### config.mk
export PLATFORM = sky130hd
export DESIGN_NAME = data_memory_responder
export DESIGN_NICKNAME = d
export VERILOG_FILES = /design/src/rtl/data_memory_responder.sv
export SDC_FILE = /design/constraint.sdc
export NUM_CORES = 2
export LEC_CHECK = 0
export CORE_MARGIN = 3
export CORE_UTILIZATION = 55
export CTS_CLUSTER_SIZE = 14
export DETAILED_ROUTE_END_ITERATION = 6
export MAX_ROUTING_LAYER = met4
export PLACE_DENSITY = 0.69
export SLEW_MARGIN = 20
export SYNTH_ARGS = -nofsm -noshare
export SYNTH_HDL_FRONTEND = slang
export SYNTH_SLANG_ARGS = --single-unit
### constraint.sdc
create_clock -name clock -period 5.05 [get_ports clock]
set_input_delay 0.7575 -clock clock [delete_from_list [all_inputs] [get_ports clock]]
set_output_delay 0.7575 -clock clock [all_outputs]
set_load 0.05 [all_outputs]
### src/rtl/data_memory_responder.sv
// Purpose: single-outstanding load/store responder backed by a word-addressed register array.
// Latency: request accepted at edge N -> resp_valid high after edge N+WAIT_CYCLES+1.
// Backpressure: req_ready only in IDLE; response held stable until resp_ready handshake.
module data_memory_responder #(
  parameter int          DEPTH       = 64,
  parameter logic [31:0] BASE_ADDR   = 32'h0000_0000,
  parameter int          WAIT_CYCLES = 2
) (
  input  logic        clock,
  input  logic        reset_n,
  input  logic        req_valid,
  output logic        req_ready,
  input  logic        req_write,
  input  logic [31:0] req_addr,
  input  logic [31:0] req_wdata,
  output logic        resp_valid,
  input  logic        resp_ready,
  output logic [31:0] resp_rdata,
  output logic        resp_error,
  output logic        busy
);

  localparam int          IDX_W     = (DEPTH > 1) ? $clog2(DEPTH) : 1;
  // BASE_ADDR is expected to be word aligned, so only its word part matters.
  localparam logic [29:0] BASE_WORD = BASE_ADDR[31:2];
  localparam logic [3:0]  WAIT_INIT = 4'(WAIT_CYCLES);

  typedef enum logic [1:0] {
    S_IDLE,
    S_WAIT,
    S_ACCESS,
    S_RESP
  } state_t;

  state_t      state_q;
  logic [3:0]  cnt_q;
  logic        write_q;
  logic [31:0] addr_q;
  logic [31:0] wdata_q;
  logic        resp_valid_q;
  logic [31:0] resp_rdata_q;
  logic        resp_error_q;
  logic [31:0] mem_q [DEPTH];

  // Decode of the captured request; only consumed in ACCESS.
  logic [29:0]      acc_word;
  logic [IDX_W-1:0] acc_idx;
  logic             acc_err;

  // Word offset from the base, error on misalignment, underflow or overrun.
  always_comb begin
    acc_word = addr_q[31:2] - BASE_WORD;
    acc_idx  = acc_word[IDX_W-1:0];
    acc_err  = (addr_q[1:0] != 2'b00) ||
               (addr_q < BASE_ADDR) ||
               ({2'b00, acc_word} >= 32'(DEPTH));
  end

  // Request/response sequencing; response outputs are registered here.
  always_ff @(posedge clock) begin
    if (!reset_n) begin
      state_q      <= S_IDLE;
      cnt_q        <= 4'd0;
      write_q      <= 1'b0;
      addr_q       <= 32'd0;
      wdata_q      <= 32'd0;
      resp_valid_q <= 1'b0;
      resp_rdata_q <= 32'd0;
      resp_error_q <= 1'b0;
    end else begin
      case (state_q)
        S_IDLE: begin
          if (req_valid) begin
            write_q <= req_write;
            addr_q  <= req_addr;
            wdata_q <= req_wdata;
            cnt_q   <= WAIT_INIT;
            state_q <= (WAIT_INIT == 4'd0) ? S_ACCESS : S_WAIT;
          end
        end
        S_WAIT: begin
          // Counter runs WAIT_CYCLES..1; the cycle showing 1 is the last wait state.
          cnt_q <= cnt_q - 4'd1;
          if (cnt_q <= 4'd1) begin
            state_q <= S_ACCESS;
          end
        end
        S_ACCESS: begin
          resp_valid_q <= 1'b1;
          resp_error_q <= acc_err;
          resp_rdata_q <= (!acc_err && !write_q) ? mem_q[acc_idx] : 32'd0;
          state_q      <= S_RESP;
        end
        S_RESP: begin
          if (resp_ready) begin
            resp_valid_q <= 1'b0;
            resp_rdata_q <= 32'd0;
            resp_error_q <= 1'b0;
            state_q      <= S_IDLE;
          end
        end
        default: state_q <= S_IDLE;
      endcase
    end
  end

  // Storage array: cleared by reset, written only by a legal store in ACCESS.
  always_ff @(posedge clock) begin
    if (!reset_n) begin
      for (int i = 0; i < DEPTH; i++) begin
        mem_q[i] <= 32'd0;
      end
    end else if (state_q == S_ACCESS && write_q && !acc_err) begin
      mem_q[acc_idx] <= wdata_q;
    end
  end

  // Ready is forced low while reset is held so nothing is accepted during reset.
  assign req_ready  = reset_n && (state_q == S_IDLE);
  assign busy       = (state_q != S_IDLE);
  assign resp_valid = resp_valid_q;
  assign resp_rdata = resp_rdata_q;
  assign resp_error = resp_error_q;

endmodule

After elaboration in Yosys (flattened, before gate mapping)
Memories as Yosys holds them, arrays and structs flattened. A register that Yosys moved wholly into a read port is not among the register bits.
Index checks and enable logic that the tools add are counted.
{"block": "word_totals", "reg_bits": 105, "wordCells": 58, "output_inout_bits": 36, "memories": 1, "mem_bits_rw": 2048, "in_bits": 69}
{"name": "mem_q", "depth": 64, "word_bits": 32, "rd": 1, "rd_ports_with_merged_regs": 1, "write_ports": 64, "line": "43", "rtl": "logic [31:0] mem_q [DEPTH];"}
{"block": "classes", "n_addsub": 1, "n_lt_le_gt_ge": 3, "n_eq_ne": 6, "reduce_logical": 18, "mux": 21}
{"op": "$mux W32", "count": 3}
{"op": "$pmux W32 S2", "count": 1}
{"op": "$lt A32 B1 Y1 const B", "count": 1}
{"op": "$reduce_or A32 Y1", "count": 1}
{"op": "$ge A30 B7 Y1 const B", "count": 1}
{"op": "$mux W6", "count": 3}
{"op": "$pmux W2 S4", "count": 1}
{"op": "$pmux W4 S2", "count": 1}
{"op": "$reduce_bool A2 Y1", "count": 4}
{"op": "$mux W1", "count": 6}
{"op": "$mux W2", "count": 3}
{"op": "$ne A2 B2 Y1 const B", "count": 3}
{"op": "$reduce_and A2 Y1", "count": 3}
{"op": "$eq A2 B2 Y1 const B", "count": 2}
{"op": "$le A4 B1 Y1 const B", "count": 1}
{"op": "$logic_and A1 B1 Y1", "count": 4}
{"op": "$mux W4", "count": 1}
{"op": "$pmux W1 S2", "count": 2}
{"op": "$sub A4 B1 Y4 const B", "count": 1}
{"op": "$reduce_and A3 Y1", "count": 1}
{"op": "$eq A2 B1 Y1 const B", "count": 1}
{"op": "$logic_not A1 Y1", "count": 2}
{"op": "$logic_not A2 Y1", "count": 1}
{"op": "$logic_or A1 B1 Y1", "count": 2}

Logic depth before layout (Yosys ltp)
{"block": "logic_depth", "ltp_word": 10, "mapped_depth": 10}

Worst setup path after synthesis
No wires, ideal clock.
{"block": "synth_timing", "kind": "in2reg", "startpoint": "input port reset_n", "endpoint": "memory mem_q[2][0] (enable)", "n_path_buf": 1, "setup_slack_ps": 717, "arrival_ps": 3867, "stages": 4, "path_cell_list": "nand3_1 > or3_1 > clkbuf_1 > o21ai_0"}
{"element": "from (decl)", "line": "10", "rtl": "input logic reset_n,"}
{"element": "to (decl)", "line": "43"}

==> results.md <==
- The final worst-path cycle share is 81.6%.
- The starting density of the core is 55.6%.
- The buffer count from post-CTS setup fixing is 0.
- The clock drives 2159 sinks.
- Summing the areas of all fa, ha and maj instances in the mapped netlist gives 0.0773% of the synthesized area.
- sky130_fd_sc_hd__edfxtp_1 is the most common cell in the netlist.
- In this run the vertical extent of the chip is 426 um.
- Summing all non-filler instances in the final layout gives an area of 108000 um2.
- For this run the aggregate overflow at the end of global routing stands at 0.
- The post-synthesis sequential element count is 2159.
- CTS placed an instance of sky130_fd_sc_hd__clkbuf_16 at the clock tree root.
- The deepest clock path buffer count is 3.
- The worst min-delay path category is in2reg.
- Summing over every cut layer, the via total after detailed routing is 57.4k.
- Clock-pin slew was measured on the worst setup and hold paths at 60 ps.
- The number of nets handed over by synthesis was 6554.
- For this run, the register share of the synthesized area comes to 65.6%.
- In the final routing, the length of wire on met1 measures 107 mm.
- After detailed routing, the number of remaining DRC violations is 0.
- The worst setup path is of the reg2reg kind.
- In this run the remaining antenna-violating nets after routing total 0.
- The run finished with clean final reports.
- The average via count per standard cell is 6.45.
- The number of standard-cell rows in the floorplan is 153.
- By count the netlist is led by sky130_fd_sc_hd__edfxtp_1 (2048), sky130_fd_sc_hd__and2_1 (1795), sky130_fd_sc_hd__clkbuf_1 (509), sky130_fd_sc_hd__mux4_2 (487), sky130_fd_sc_hd__and3_1 (270).
- Measured along the x axis, the die boundary spans 426 um.
- The maximum frequency from static timing analysis is 243 MHz.
- Yosys printed 0 warnings.
- The routed design could run at a clock period as short as 4120 ps.
- The later pin in the worst-skew pair is clocked with a latency of 850 ps.
- Of the total synthesized cell area, the portion taken by XOR and XNOR cells is 0%.
- The final layout net count is 6461.
- The number of buffers added by the clock tree synthesis step is 213.
- The maximum number of pins on one net before global-route repair is 81.
- The cell count after placement is 8496.
- Setup repair after global routing left no endpoint under its margin.
- Of all nets on the critical path, the largest fanout is 33.
- During I/O placement, the number of pins put on the boundary was 105.
- The unique cell type count in the Yosys netlist is 59.
- The final number of max-transition violations came to 0.
- The initial detailed-routing violation count is 9463.
- The count of cells in the finished layout, fillers not included, comes to 8900.
- The worst-case IR drop observed on VDD is 0.000408 V.
- The relative slew slack is 27.5%.
- At the pin with the least slew margin, the transition time is 1090 ps.
- Counting flops with an async set or reset pin after synthesis yields a share of 0%.
- The mux share of post-synthesis cell area is 12.5%.
- By area the synthesized netlist is led by sky130_fd_sc_hd__edfxtp_1 (63%), sky130_fd_sc_hd__and2_1 (12%), sky130_fd_sc_hd__mux4_2 (11%).
- The post-placement cell area is 101000 um2.
- The share of the synthesized area in the top cell type is 63.4%.
- The number of gates given a new drive strength after cts is 0.
- The static leakage power is 38.7 nW.
- Hold repair after CTS inserted 0 buffers.
- Relative to the synthesized area, the layout overhead comes to 11.3%.
- The region available for standard cell placement spans 175000 um2.
- The global-route usage over all layers is 33.7%.
- The number of global-route vias before repair is 55.6k.
- The top layer reached by signal wires is met4.
- The number of H-tree levels is 4.
- The predominant post-synthesis flop cell is sky130_fd_sc_hd__edfxtp_1.
- The routed length on met3 is 36.6 mm.
- The global-route wire length before repair is 419 mm.
- The quantity of I/O buffers inserted on ports is 104.
- The sort of element at the end of the critical path is a flip-flop.
- Across the run, the number of max-cap violations was 0.
- After synthesis, the largest family of logic cells by area is simple AND/OR/NAND/NOR gates.
- The detailed-route wire length is 294 mm.
- Yosys mapped a number of flops with a built-in enable equal to 2048.
- The power per cell area is 404 nW/um2.
- The critical path launch point type is a flip-flop.
- The synthesized design spends more area on one cell type than any other, namely sky130_fd_sc_hd__edfxtp_1.
- The post-detailed-route wirelength per cell is 33.1 um.
- The clock tree from TritonCTS is done.
- The full die area is 182000 um2.
- The fraction of the mapped netlist area in simple logic gates is 16.0%.
- The number of antenna violations at the first check in global routing came to 22.
- Setup violations remaining at the end of the flow were counted as 0.
- The number of endpoints with negative hold slack in the final report is 0.
- In the final layout, the share of cells above drive strength 1 is 19.6%.
- The synthesized netlist cell count is 6479.
- The worst path required time is 5510 ps.
- The arrival time at the worst endpoint is 4580 ps.
- On the final layout, the worst clock skew is 24.0 ps.
- For the final routed database, the setup TNS stands at 0 ps.
- The routability-driven placement congestion ratio is 0.912.
- The sum of met2 wire segment lengths after detailed routing is 133 mm.
- The HPWL after detailed placement is 178 mm.
- The worst hold margin is 292 ps.
- The post-synthesis average cell area is 15.0 um2.
- The cell area that synthesis handed to floorplanning was 97100 um2.
- The synthesized netlist devotes 2.64% of its cell area to compound gates.
- The pre-antenna-repair detailed-routing pass consisted of 7 iterations.
## critical path, stage by stage (launching register included)
cell                       delay [ps]
sky130_fd_sc_hd__dfxtp_1          310
sky130_fd_sc_hd__nor4_1           430
sky130_fd_sc_hd__nand4_1          600
sky130_fd_sc_hd__nor2_1           870
sky130_fd_sc_hd__and4_1           340
sky130_fd_sc_hd__buf_4            340
sky130_fd_sc_hd__nand2b_2         820
## kinds of logic (layout without fill, tap and decap cells)
family / after synthesis / after routing
other: 0 / 9
and+or+nand+nor: 2640 / 2640
buffers and inverters: 690 / 777
DFF: 2159 / 2159
AOI/OAI and AO/OA: 387 / 387
muxes: 597 / 597
adders and majority gates: 6 / 6
## per-stage QoR
step                setup slack [ps]  total power (W)  util [%]
floorplan                        717           0.0250         -
finish                           928           0.0437      61.9
global route                     811           0.0447      61.8
global placement                1130           0.0283      58.0
CTS                             1070           0.0436      61.8
detailed placement              1090           0.0284      58.0
## where the power goes
group | leakage, nW | total (W) | internal [W] | switching (W)
clock network | 3.33 | 0.0155 | 0.00871 | 0.00680
logic | 13.3 | 0.00695 | 0.00228 | 0.00467
registers | 22.1 | 0.0212 | 0.0202 | 0.000999
total | 38.7 | 0.0437 | 0.0312 | 0.0125
## sequential cells by signal, indices dropped and copies added (netlist names), named ones only
| register | cells |
|---|---|
| resp_valid | 1 |
| resp_rdata | 32 |
| wdata_q | 32 |
| state_q | 2 |
| resp_error | 1 |
| cnt_q | 4 |
| addr_q | 32 |
| write_q | 1 |
| mem_q | 2048 |
## layer usage
layer  GRT usage, %  up-vias
li1               -    23696
met1           44.3    29283
met2           48.8     3758
met3           8.87      673
met4           17.0        0
met5              -        -
## cell usage in the layout (no fill, tap or decap), drive strengths merged, types with 12 or more instances in the layout
master,n
a21oi,76
nand2b,28
mux2,52
nor2b,15
bufinv,13
nor4,12
buf,267
clkinv,96
nand2,250
mux2i,58
o22ai,29
and3,270
dfxtp,111
edfxtp,2048
nor2,93
o21ai,79
clkdlybuf4s50,103
a32o,13
nand4,25
and2,1797
inv,18
nor3,26
a22oi,133
mux4,487
nand3,102
clkbuf,276
## final cells by class
class / count / area [um2]
fill: 12699 / 66600
antenna: 9 / 22.5
timing repair buffer: 370 / 3360
multi-input combinational: 3630 / 31100
sequential: 2159 / 63800
clock buffer: 276 / 5780
inverter: 12 / 45.0
clock inverter: 119 / 956
tap: 2325 / 2910
## final timing paths
kind / start / to / slack, ps / cells after the start
min: reset_n / cnt_q[1] / 290 / 3
max: addr_q[8] / mem_q[37][19] / 930 / 6
min reg2reg: addr_q[25] / addr_q[25] / 450 / 2
max reg2reg: addr_q[8] / mem_q[37][19] / 930 / 6
No activity file was read; power rests on OpenSTA's default activity.
